[src/rtl/revela_papeis_if.sv]
// Bundle between unidade_controle (master) and revela_papeis (slave):
// reveal-sequence controls and game word in, display/status/index results out.
interface revela_papeis_if #(
   parameter int N_JOG = 5
);
   logic                 inicia;
   logic                 botao;
   logic                 passa;
   logic [2*N_JOG-1:0]   jogo_atual;
   logic [2:0]           jogador_atual;
   logic [1:0]           papel;
   logic                 mostrando;
   logic [2:0]           lobo_idx;
   logic [2:0]           medico_idx;
   logic                 pronto;
   logic                 erro_jogo;
   logic [3:0]           db_estado;

   modport master (
      output inicia, botao, passa, jogo_atual,
      input  jogador_atual, papel, mostrando, lobo_idx, medico_idx,
             pronto, erro_jogo, db_estado
   );

   modport slave (
      input  inicia, botao, passa, jogo_atual,
      output jogador_atual, papel, mostrando, lobo_idx, medico_idx,
             pronto, erro_jogo, db_estado
   );
endinterface

[src/rtl/revela_papeis.sv]
// Captures and validates the game word, then walks every player through
// reveal (botao) / hide (passa or timeout) on a single shared display.
module revela_papeis #(
   parameter int N_JOG   = 5,
   parameter int T_EXIBE = 50_000_000
) (
   input  logic            clock,
   input  logic            reset,
   revela_papeis_if.slave  bus
);
   localparam logic [3:0] OCIOSO    = 4'd0;
   localparam logic [3:0] CAPTURA   = 4'd1;
   localparam logic [3:0] VALIDA    = 4'd2;
   localparam logic [3:0] AGUARDA   = 4'd3;
   localparam logic [3:0] MOSTRA    = 4'd4;
   localparam logic [3:0] PROXIMO   = 4'd5;
   localparam logic [3:0] CONCLUIDO = 4'd6;
   localparam logic [3:0] ERRO      = 4'd15;

   localparam int          TW     = (T_EXIBE > 2) ? $clog2(T_EXIBE) : 1;
   localparam logic [TW-1:0] T_MAX  = TW'(T_EXIBE - 1);
   localparam logic [2:0]  ULTIMO = 3'(N_JOG - 1);

   logic [3:0]           estado_q, estado_d;
   logic [2*N_JOG-1:0]   jogo_q, jogo_d;
   logic [2:0]           jog_q, jog_d;
   logic [2:0]           lobo_q, lobo_d;
   logic [2:0]           medico_q, medico_d;
   logic [TW-1:0]        timer_q, timer_d;
   logic [1:0]           botao_q, passa_q;

   logic                 botao_pulso, passa_pulso;
   logic [1:0]           campo [N_JOG];
   logic [3:0]           n_lobo, n_medico;
   logic                 tem_invalido, valido;
   logic [2:0]           pos_lobo, pos_medico;

   // Player 0 occupies the most significant field of the word.
   for (genvar gi = 0; gi < N_JOG; gi++) begin : g_campo
      assign campo[gi] = jogo_q[2*(N_JOG-1-gi) +: 2];
   end

   assign botao_pulso = botao_q[0] & ~botao_q[1];
   assign passa_pulso = passa_q[0] & ~passa_q[1];

   always_comb begin
      n_lobo       = '0;
      n_medico     = '0;
      tem_invalido = 1'b0;
      pos_lobo     = '0;
      pos_medico   = '0;
      for (int i = 0; i < N_JOG; i++) begin
         case (campo[i])
            2'b01: begin
               n_lobo   = n_lobo + 4'd1;
               pos_lobo = 3'(i);
            end
            2'b10: begin
               n_medico   = n_medico + 4'd1;
               pos_medico = 3'(i);
            end
            2'b11:   tem_invalido = 1'b1;
            default: ;
         endcase
      end
      valido = (n_lobo == 4'd1) && (n_medico == 4'd1) && !tem_invalido;
   end

   always_comb begin
      estado_d = estado_q;
      jogo_d   = jogo_q;
      jog_d    = jog_q;
      lobo_d   = lobo_q;
      medico_d = medico_q;
      timer_d  = timer_q;
      case (estado_q)
         OCIOSO: if (bus.inicia) estado_d = CAPTURA;
         CAPTURA: begin
            jogo_d   = bus.jogo_atual;
            jog_d    = '0;
            lobo_d   = '0;
            medico_d = '0;
            estado_d = VALIDA;
         end
         VALIDA: begin
            if (valido) begin
               lobo_d   = pos_lobo;
               medico_d = pos_medico;
               estado_d = AGUARDA;
            end else begin
               estado_d = ERRO;
            end
         end
         AGUARDA: begin
            if (botao_pulso) begin
               timer_d  = '0;
               estado_d = MOSTRA;
            end
         end
         MOSTRA: begin
            timer_d = timer_q + 1'b1;
            if (passa_pulso || timer_q == T_MAX) estado_d = PROXIMO;
         end
         PROXIMO: begin
            if (jog_q == ULTIMO) begin
               estado_d = CONCLUIDO;
            end else begin
               jog_d    = jog_q + 3'd1;
               estado_d = AGUARDA;
            end
         end
         CONCLUIDO: if (bus.inicia) estado_d = CAPTURA;
         ERRO:      if (bus.inicia) estado_d = CAPTURA;
         default:   estado_d = OCIOSO;
      endcase
   end

   always_ff @(posedge clock) begin
      if (reset) begin
         estado_q <= OCIOSO;
         jogo_q   <= '0;
         jog_q    <= '0;
         lobo_q   <= '0;
         medico_q <= '0;
         timer_q  <= '0;
         botao_q  <= '0;
         passa_q  <= '0;
      end else begin
         estado_q <= estado_d;
         jogo_q   <= jogo_d;
         jog_q    <= jog_d;
         lobo_q   <= lobo_d;
         medico_q <= medico_d;
         timer_q  <= timer_d;
         botao_q  <= {botao_q[0], bus.botao};
         passa_q  <= {passa_q[0], bus.passa};
      end
   end

   // Outputs come only from registers or decoded state.
   assign bus.db_estado     = estado_q;
   assign bus.mostrando     = (estado_q == MOSTRA);
   assign bus.papel         = (estado_q == MOSTRA) ? campo[jog_q] : 2'b00;
   assign bus.jogador_atual = jog_q;
   assign bus.lobo_idx      = lobo_q;
   assign bus.medico_idx    = medico_q;
   assign bus.pronto        = (estado_q == CONCLUIDO);
   assign bus.erro_jogo     = (estado_q == ERRO);
endmodule

[src/flat_wrapper.sv]
// flat-port wrapper written by rule: the top's interface ports become plain ports
module revela_papeis_flat 
#(
   parameter int N_JOG   = 5,
   parameter int T_EXIBE = 50_000_000
)
  (clock, reset, bus_inicia, bus_botao, bus_passa, bus_jogo_atual, bus_jogador_atual, bus_papel, bus_mostrando, bus_lobo_idx, bus_medico_idx, bus_pronto, bus_erro_jogo, bus_db_estado);
  revela_papeis_if #(.N_JOG(N_JOG)) bus_i ();
  input  logic clock;
  input  logic reset;
  input wire logic [$bits(bus_i.inicia)-1:0] bus_inicia;
  input wire logic [$bits(bus_i.botao)-1:0] bus_botao;
  input wire logic [$bits(bus_i.passa)-1:0] bus_passa;
  input wire logic [$bits(bus_i.jogo_atual)-1:0] bus_jogo_atual;
  output wire logic [$bits(bus_i.jogador_atual)-1:0] bus_jogador_atual;
  output wire logic [$bits(bus_i.papel)-1:0] bus_papel;
  output wire logic [$bits(bus_i.mostrando)-1:0] bus_mostrando;
  output wire logic [$bits(bus_i.lobo_idx)-1:0] bus_lobo_idx;
  output wire logic [$bits(bus_i.medico_idx)-1:0] bus_medico_idx;
  output wire logic [$bits(bus_i.pronto)-1:0] bus_pronto;
  output wire logic [$bits(bus_i.erro_jogo)-1:0] bus_erro_jogo;
  output wire logic [$bits(bus_i.db_estado)-1:0] bus_db_estado;
  assign bus_i.inicia = bus_inicia;
  assign bus_i.botao = bus_botao;
  assign bus_i.passa = bus_passa;
  assign bus_i.jogo_atual = bus_jogo_atual;
  assign bus_jogador_atual = bus_i.jogador_atual;
  assign bus_papel = bus_i.papel;
  assign bus_mostrando = bus_i.mostrando;
  assign bus_lobo_idx = bus_i.lobo_idx;
  assign bus_medico_idx = bus_i.medico_idx;
  assign bus_pronto = bus_i.pronto;
  assign bus_erro_jogo = bus_i.erro_jogo;
  assign bus_db_estado = bus_i.db_estado;
  revela_papeis #(.N_JOG(N_JOG), .T_EXIBE(T_EXIBE)) u_core (.clock(clock), .reset(reset), .bus(bus_i));
endmodule
[config.mk]
export PLATFORM = sky130hd
export DESIGN_NAME = revela_papeis_flat
export DESIGN_NICKNAME = d
export VERILOG_FILES = /design/src/rtl/revela_papeis_if.sv /design/src/rtl/revela_papeis.sv /design/src/flat_wrapper.sv
export SDC_FILE = /design/constraint.sdc
export NUM_CORES = 1
export LEC_CHECK = 0
export CELL_PAD_IN_SITES_DETAIL_PLACEMENT = 1
export CELL_PAD_IN_SITES_GLOBAL_PLACEMENT = 1
export CORE_AREA = 2 2 91 93
export DETAILED_ROUTE_END_ITERATION = 10
export DIE_AREA = 0 0 93 95
export GPL_TIMING_DRIVEN = 0
export HOLD_SLACK_MARGIN = 0.08
export PLACE_DENSITY_LB_ADDON = 0.1
export SLEW_MARGIN = 15
export SYNTH_ARGS = -nofsm -noshare
export SYNTH_HDL_FRONTEND = slang
export SYNTH_SLANG_ARGS = --single-unit
[constraint.sdc]
create_clock -name clock -period 3.65 [get_ports clock]
set_input_delay 0.5475 -clock clock [delete_from_list [all_inputs] [get_ports clock]]
set_output_delay 0.5475 -clock clock [all_outputs]
set_load 0.05 [all_outputs]
==> After elaboration in Yosys (flattened, before gate mapping) <==
Cells that the tools add are included.
{ "totals": {"wordCells": 109, "register_bits": 53} }
{ "classes": {"mux": 41, "eq_ne": 31, "reduce_logical": 13, "n_bitwise": 5, "add_sub_neg": 10, "order_cmp": 1} }
{ "op_table": {"columns": ["cell", "n"], "rows": [
  ["$pmux 26 s2", 1],
  ["$mux 4", 12],
  ["$add 26x1->26 const B", 1],
  ["$eq 26x26->1 const B", 1],
  ["$mux 26", 1],
  ["$add 4x1->4 const B", 6],
  ["$pmux 4 s6", 1],
  ["$eq 2x2->1 const B", 10],
  ["$mux 3", 6],
  ["$pmux 3 s2", 3],
  ["$mux 2", 7],
  ["$eq 4x1->1 const B", 3],
  ["$eq 4x3->1 const B", 3],
  ["$eq 2x1->1 const B", 5],
  ["$mux 1", 9],
  ["$eq 4x2->1 const B", 2],
  ["$ne 2x1->1 const B", 4],
  ["$bmux 2 s3", 1],
  ["$reduce_and 2->1", 3],
  ["$reduce_bool 2->1", 3],
  ["$add 1x1->2 const B", 2],
  ["$eq 4x4->1 const B", 1],
  ["$ge 4x4->1 const B", 1],
  ["$logic_not 4->1", 1],
  ["other kinds (11)", 14]
]} }

==> Depth between registers and ports, before layout <==
Gate-level depths: netlist of run 1.
{ "depth": {"depth_word": 15, "mapped_depth": 14} }

==> Worst setup path after synthesis of run 1 <==
No wires, ideal clock.
{ "synth_timing": {"kind": "register to register", "start": "register u_core.jogo_q[6], in the netlist u_core.campo[6]", "end": "register u_core.lobo_q[2], in the netlist u_core.bus.lobo_idx[2]", "path_slack_ps": 431, "path_buffers": 0, "t_required_ps": 3529, "arrival_time_ps": 3097, "synth_period_minus_slack_ps": 3219, "path_stages_with_launch": 15, "cell_sequence": "dfxtp_1 -> nand2b_1 -> inv_1 -> ha_1 -> xor2_2 -> inv_1 -> ha_1 -> mux2_2 -> ha_1 -> nand3b_1 -> xor2_1 -> mux2i_1 -> a32o_1 -> and4_4 -> mux2_4"} }
{ "synth_via": {"elab_chain_len": 13, "word_cells_on_any_way": 28} }
{ "synth_lines": {"columns": ["element", "line_no", "text"], "rows": [
  ["start, declared", "revela_papeis.sv:25", "logic [2*N_JOG-1:0] jogo_q, jogo_d;"],
  ["start signal, assigned", "revela_papeis.sv:130", "jogo_q <= jogo_d;"],
  ["$eq 2x1->1 or $eq 2x2->1 (tied branches)", "revela_papeis.sv:53", "case (campo[i])"],
  ["$mux 4", "revela_papeis.sv:53", null],
  ["$add 4x1->4 (on tied branches)", "revela_papeis.sv:55, revela_papeis.sv:59", null],
  ["$mux 4", "revela_papeis.sv:53", null],
  ["$add 4x1->4 (on tied branches)", "revela_papeis.sv:55, revela_papeis.sv:59", null],
  ["$mux 4", "revela_papeis.sv:53", null],
  ["$add 4x1->4 (on tied branches)", "revela_papeis.sv:55, revela_papeis.sv:59", null],
  ["$mux 4", "revela_papeis.sv:53", null],
  ["$eq 4x1->1", "revela_papeis.sv:66", "valido = (n_lobo == 4'd1) && (n_medico == 4'd1) && !tem_invalido;"],
  ["$logic_and 1x1->1", "revela_papeis.sv:66", null],
  ["$logic_and 1x1->1 (*)", "revela_papeis.sv:66", null],
  ["$ne 2x1->1 (no source line) (*)", null, null],
  ["$reduce_and 2->1 (no source line) (*)", null, null],
  ["end signal, assigned", "revela_papeis.sv:132", "lobo_q <= lobo_d;"],
  ["end, declared", "revela_papeis.sv:27", "logic [2:0] lobo_q, lobo_d;"]
]} }
Every way passes the cells marked *; elsewhere a longest branch is shown, timed or not.
A chain may end at the register's enable or synchronous reset.

==> Worst setup path in the final report of run 1 <==
{ "layout_timing": {"start": "register u_core.estado_q[1], in the netlist u_core.bus.db_estado[1]", "end": "output port bus_papel[0]"} }
{ "layout_via": {"elab_chain_len": 2} }
{ "layout_lines": {"columns": ["element", "line_no", "text"], "rows": [
  ["start, declared", "revela_papeis.sv:24", "logic [3:0] estado_q, estado_d;"],
  ["start signal, assigned", "revela_papeis.sv:129", "estado_q <= estado_d;"],
  ["$eq 4x3->1", "revela_papeis.sv:143", "assign bus.papel = (estado_q == MOSTRA) ? campo[jog_q] : 2'b00;"],
  ["$mux 2", "revela_papeis.sv:143", null],
  ["end, declared", "flat_wrapper.sv:16", "output wire logic [$bits(bus_i.papel)-1:0] bus_papel;"]
]} }
No other way between the ends.

==> flow_metrics.tcl, run 1 <==
set metrics [dict create \
    status "complete, no violations" \
    wl_per_cell_um 16.0 \
    comb_power_share 0.509 \
    pre_cts_ws_ns 0.0491 \
    synth_top_family_by_area "simple AND/OR/NAND/NOR gates" \
    setup_slack_ns 0.165 \
    first_global_vias 3058 \
    ios 33 \
    maxSlewHeadroom 0.573 \
    synth_flop_cell "dfxtp_1" \
    clkLatencyLatePin_ns 0.30 \
    power.switching_mw 0.944 \
    htreeDepth 2 \
    period_needed_ns 3.49 \
    hold_violations 0 \
    grt_usage 0.211 \
    cp-start-kind "flip-flop" \
    internal-power_mw 1.16 \
    use_met3 0.0255 \
    core_um2 7930 \
    path_cells "clkbuf_1 -> or3_1 -> buf_2 -> clkbuf_1 -> a21oi_1 -> clkdlybuf4s50_1" \
    die_area_um2 8840 \
    hold_start "u_core.botao_q[0]" \
    initial_core_util 0.408 \
    multi_input_area_um2 2040 \
    synth-warning-count 0 \
    drcViolationCount 0 \
    io_buffers 32 \
    synth_nets 437 \
    cp_max_fo 10 \
    drt_wl_total_um 8960 \
    hold_class "flip-flop to flip-flop" \
    drtIter0Drc 72 \
    crit_path_start "u_core.bus.db_estado[1]" \
    grt_pass1_wl_um 14900 \
    num_vias 3101 \
    drive_gt1_frac 0.0925 \
    fillers 1014 \
    yosys-mux-area-fraction 0.0600 \
    grt_setup_unrepaired "no" \
    slew_viol_final 0 \
    antenna_found_initial 0 \
    cts_max_path_buffers 2 \
    crit_arrival_ns 2.94 \
    path_class "flip-flop to primary output" \
    cts_sinks 53 \
    cap_violations 0 \
    final_common_cell "nand2_1" \
    insertedDiodeCount 0 \
    cts.clk_slew.worst_paths_ns 0.10 \
    placed_area_um2 3680 \
    design_area_um2 3800 \
    dp_hpwl_um 6770 \
    grt.busiest_layer "met2" \
    min_period_over_period 0.955 \
    synth_fa_ha_area_frac 0.0426 \
    p_seq_frac 0.337 \
    synth_xor_xnor_area_share 0.0271 \
    postRouteAntennaNets 0 \
    place_congestion 0.846 \
    p_leak_nw 1.27 \
    fin_nets 479 \
    synth_compound_area_frac 0.172 \
    die-width_um 93 \
    die_y_um 95 \
    cp.required_ns 3.10 \
    syn_area_um2 3230 \
    power_density_nw_per_um2 553 \
    globalRouteMet1Util 0.254 \
    cp_common_cell "clkbuf_1" \
    fin_hold_ws_ns 0.465 \
    postSynthCellCount 411 \
    synth-seq-cells 53 \
    max_freq_mhz 287 \
    tightestPinTransition_ns 0.641 \
    postSynth.asyncResetShare 0 \
    setup_violations 0 \
    synth_edf_count 0 \
    numCtsBuffers 5 \
    fin_tns_setup_ns 0 \
    end_kind "primary output" \
    first_pass_iters 5 \
    synth.yosys.seq_area_share 0.328 \
    finClkSkew_ns 0.0109 \
    syn_to_final_growth_pct 17.5 \
    max_stage_delay_ns 0.84 \
    syn_avg_cell_area_um2 7.87 \
    grt_max_degree 16 \
    r2r_start "u_core.campo[6]" \
    clkPwrFrac 0.154 \
    peakVddDrop_v 0.000206 \
    synth-simple-area-share 0.327 \
    via_per_inst 5.55 \
    grt_remaining_overflow 0 \
    power_mw 2.10 \
    root_buffer "clkbuf_8" \
    p_sw_frac 0.449 \
    ys_types 57 \
    crit_slowest_cell "clkdlybuf4s50_1" \
    cts_tree "done" \
    rows 33 \
    grt.met2_usage 0.400 \
    layout.area.seq_um2 1060 \
    layout_common_cells "nand2_1, dfxtp_1, nor2_1" \
]
[worst paths after layout]
check / to / slack, ns / cells after the start
max reg2reg: u_core.bus.medico_idx[2] / 0.18 / 14
min reg2reg: u_core.botao_q[1] / 0.46 / 1
min: u_core.botao_q[1] / 0.46 / 1
max: bus_papel[0] / 0.16 / 6
[what timing repair did]
item                                    in CTS  in global routing
buffers inserted                             0                  3
endpoints found under the hold margin        0                  0
endpoints found under the setup margin       0                  6
resized for setup                            0                  2
hold buffers                                 0                  0
[cell usage after synthesis, types with 5 or more instances]
library cell / count / share of area
nor3_1: 13 / 0.020
o211ai_1: 5 / 0.012
a31oi_1: 5 / 0.0097
nand2_1: 70 / 0.081
nor2_1: 38 / 0.044
a21oi_1: 31 / 0.048
nor2b_1: 15 / 0.029
dfxtp_1: 53 / 0.33
mux2_2: 7 / 0.024
inv_1: 13 / 0.015
nand3b_1: 6 / 0.014
ha_1: 11 / 0.043
nand2b_1: 14 / 0.027
clkbuf_1: 16 / 0.019
nand3_1: 15 / 0.023
o21ai_0: 11 / 0.017
nand4_1: 9 / 0.017
a311oi_1: 9 / 0.024
[critical path: cells and delay by family, from the launching register on]
family / cells / cell delay (ns)
AO/OA/AOI/OAI: 1 / 0.23
buffers and inverters: 4 / 1.57
flip-flops: 1 / 0.34
AND/OR/NAND/NOR: 1 / 0.48
[kinds of logic (layout without fill, tap and decap cells)]
| logic type | after synthesis | count (layout) |
|---|---|---|
| xor gates and xnor gates | 7 | 7 |
| adders and majority gates | 11 | 11 |
| and+or+nand+nor | 209 | 209 |
| muxes | 15 | 15 |
| buffers and inverters | 34 | 77 |
| AOI/OAI and AO/OA | 82 | 82 |
| DFF | 53 | 53 |
[state kept, by name, summed over array words and instances (netlist names)]
signal	cells
u_core.bus.medico_idx	3
u_core.bus.lobo_idx	3
u_core.passa_q	2
u_core.bus.jogador_atual	3
u_core.timer_q	26
u_core.botao_q	2
u_core.campo	10
u_core.bus.db_estado	4
[area by class of cell]
cell class,instances,share of cell area
well taps,105,0.0346
flip-flops and latches,53,0.279
repair buffers,35,0.0903
plain buffers,20,0.0227
clock inverters,2,0.00264
multi-input cells,324,0.538
inverters,14,0.0138
clock buffers,6,0.0191
[power groups by stage]
stage | Clock, mW | Sequential (mW) | Combinational (mW)
after floorplan | 0 | 0.766 | 0.717
after global placement | 0 | 0.719 | 1.02
after detailed placement | 0 | 0.721 | 1.06
after CTS | 0.341 | 0.707 | 1.06
after global routing | 0.362 | 0.720 | 1.18
final | 0.324 | 0.708 | 1.07
[stage by stage]
step / utilization / std cells
floorplan: - / 411
global placement: 0.465 / 548
detailed placement: 0.465 / 548
CTS: 0.475 / 556
global route: 0.479 / 559
finish: 0.479 / 559
[routing by layer]
metal	vias to the layer above	routed length (um)	part of all wire
li1	1551	-	-
met1	1520	4070	0.45
met2	24	4730	0.53
met3	6	94	0.010
met4	0	67	0.0075
met5	-	0	0
No activity file was read; power rests on OpenSTA's default activity.
==> inputs of run 2 (changes only) <==
--- a/config.mk
+++ b/config.mk
@@ -5,11 +5,12 @@
 export SDC_FILE = /design/constraint.sdc
 export NUM_CORES = 1
 export LEC_CHECK = 0
+export CAP_MARGIN = 0
 export CELL_PAD_IN_SITES_DETAIL_PLACEMENT = 1
 export CELL_PAD_IN_SITES_GLOBAL_PLACEMENT = 1
-export CORE_AREA = 2 2 91 93
+export CORE_AREA = 2 2 88 90
 export DETAILED_ROUTE_END_ITERATION = 10
-export DIE_AREA = 0 0 93 95
+export DIE_AREA = 0 0 90 92
 export GPL_TIMING_DRIVEN = 0
 export HOLD_SLACK_MARGIN = 0.08
 export PLACE_DENSITY_LB_ADDON = 0.1
==> constraint.sdc (replaced) <==
create_clock -name clock -period 4.3 [get_ports clock]
set_input_delay 0.645 -clock clock [delete_from_list [all_inputs] [get_ports clock]]
set_output_delay 0.645 -clock clock [all_outputs]
set_load 0.005 [all_outputs]
==> run 2 against run 1 <==
Effect of this change: via count grew 0.90%; die area down 6.3%; highest routed layer unchanged; global-route usage grew 1.5 points; worst hold slack improved by 0.0088 ns; combinational power is 25% lower; cell count shrank 1.1%.
==> flow_metrics.tcl, run 2 (same netlist as run 1, synthesis figures left out) <==
set metrics [dict create \
    finClkSkew_ns 0.0158 \
    root_buffer "clkbuf_8" \
    power_density_nw_per_um2 449 \
    syn_to_final_growth_pct 16.4 \
    ios 33 \
    grt_remaining_overflow 0 \
    die_y_um 92 \
    grt_max_degree 16 \
    htreeDepth 2 \
    slew_viol_final 0 \
    first_pass_iters 4 \
    period_needed_ns 3.63 \
    crit_arrival_ns 3.84 \
    layout_common_cells "nand2_1, dfxtp_1, nor2_1" \
    status "complete, no violations" \
    num_vias 3129 \
    die_area_um2 8280 \
    largest_reg_flops 26 \
    hold_buffers 0 \
    cts_sinks 53 \
    drt_wl_total_um 8780 \
    postLayoutCoreUtil 0.505 \
    postRouteAntennaNets 0 \
    die-width_um 90 \
    rows 32 \
    end_kind "flip-flop" \
    cts.clk_slew.worst_paths_ns 0.10 \
    peakVddDrop_v 0.000165 \
    drtIter0Drc 90 \
    cp.required_ns 4.50 \
    initial_core_util 0.434 \
    first_global_vias 3231 \
    final_common_cell "nand2_1" \
    hold_class "flip-flop to flip-flop" \
    maxSlewHeadroom 0.535 \
    hold_violations 0 \
    grt_setup_unrepaired "no" \
    p_leak_nw 1.26 \
    dp_hpwl_um 6730 \
    place_congestion 0.838 \
    grt_pass1_wl_um 15500 \
    tightestPinTransition_ns 0.698 \
    postCtsSetupRepairBufs 0 \
    via_per_inst 5.66 \
    antenna_found_initial 0 \
    io_buffers 32 \
    drcViolationCount 0 \
    fin_nets 476 \
    insertedDiodeCount 0 \
    path_class "flip-flop to flip-flop" \
    cts_resized 0 \
    cap_violations 0 \
    wl_per_cell_um 15.9 \
    cts_tree "done" \
    cts_max_path_buffers 2 \
    clkLatencyLatePin_ns 0.31 \
    fin_tns_setup_ns 0 \
    regMostFlops "u_core.timer_q" \
    drive_gt1_frac 0.0820 \
    core_um2 7450 \
    grt_usage 0.226 \
    min_period_over_period 0.845 \
    numCtsBuffers 5 \
    max_freq_mhz 275 \
    cp-start-kind "flip-flop" \
    setup_violations 0 \
    cp_max_fo 7 \
]
[run 2: cell count changes in the layout (fill, tap and decap cells not counted), sizes merged]
cell / change
buf: -3
[run 2: worst paths after layout]
path	end	startpoint	slack, ns	cells after the start
max	u_core.bus.lobo_idx[2]	u_core.campo[6]	0.67	14
min	u_core.passa_q[1]	u_core.passa_q[0]	0.47	1
max reg2reg	u_core.bus.lobo_idx[2]	u_core.campo[6]	0.67	14
min reg2reg	u_core.passa_q[1]	u_core.passa_q[0]	0.47	1
[run 2: metal layers]
layer  up-vias  global-route usage  wire (um)
met5         -                   0          0
met4         0              0.0474        107
met3        11              0.0279        200
met2        37               0.432       4660
met1      1542               0.270       3810
li1       1539                   -          -
[run 2: area by class of cell]
type                    count  area (um2)
clock inverters             2        10.0
repair buffers             32         320
inverters                  14        52.6
flip-flops and latches     53        1060
multi-input cells         324        2030
well taps                 102         128
fillers                   942        3680
clock buffers               6        72.6
plain buffers              20        86.3
[run 2: stage by stage]
| stage | area (um2) | total power, mW | worst slack [ns] | cells | hold slack [ns] |
|---|---|---|---|---|---|
| 2_1_floorplan | 3230 | 1.18 | 1.08 | 411 | 0.430 |
| 3_3_place_gp | 3680 | 1.39 | 0.812 | 545 | 0.440 |
| 3_5_place_dp | 3680 | 1.42 | 0.696 | 545 | 0.464 |
| 4_1_cts | 3760 | 1.71 | 0.684 | 553 | 0.477 |
| 5_1_grt | 3760 | 1.83 | 0.456 | 553 | 0.494 |
| 6_report | 3760 | 1.69 | 0.668 | 553 | 0.473 |
[run 2: critical path, cell delays in order, from the launching register on]
cell and delay, ns:
dfxtp_1 0.42, nand2b_1 0.16, inv_1 0.07, ha_1 0.32
xor2_2 0.24, inv_1 0.09, ha_1 0.31, mux2_2 0.27
ha_1 0.18, nand3b_1 0.10, xor2_1 0.25, mux2i_1 0.25
a32o_1 0.30, and4_4 0.28, mux2_4 0.29
[run 2: power breakdown]
part / internal (mW) / switching [mW]
Sequential: 0.538 / 0.0603
Combinational: 0.322 / 0.483
Clock: 0.114 / 0.171
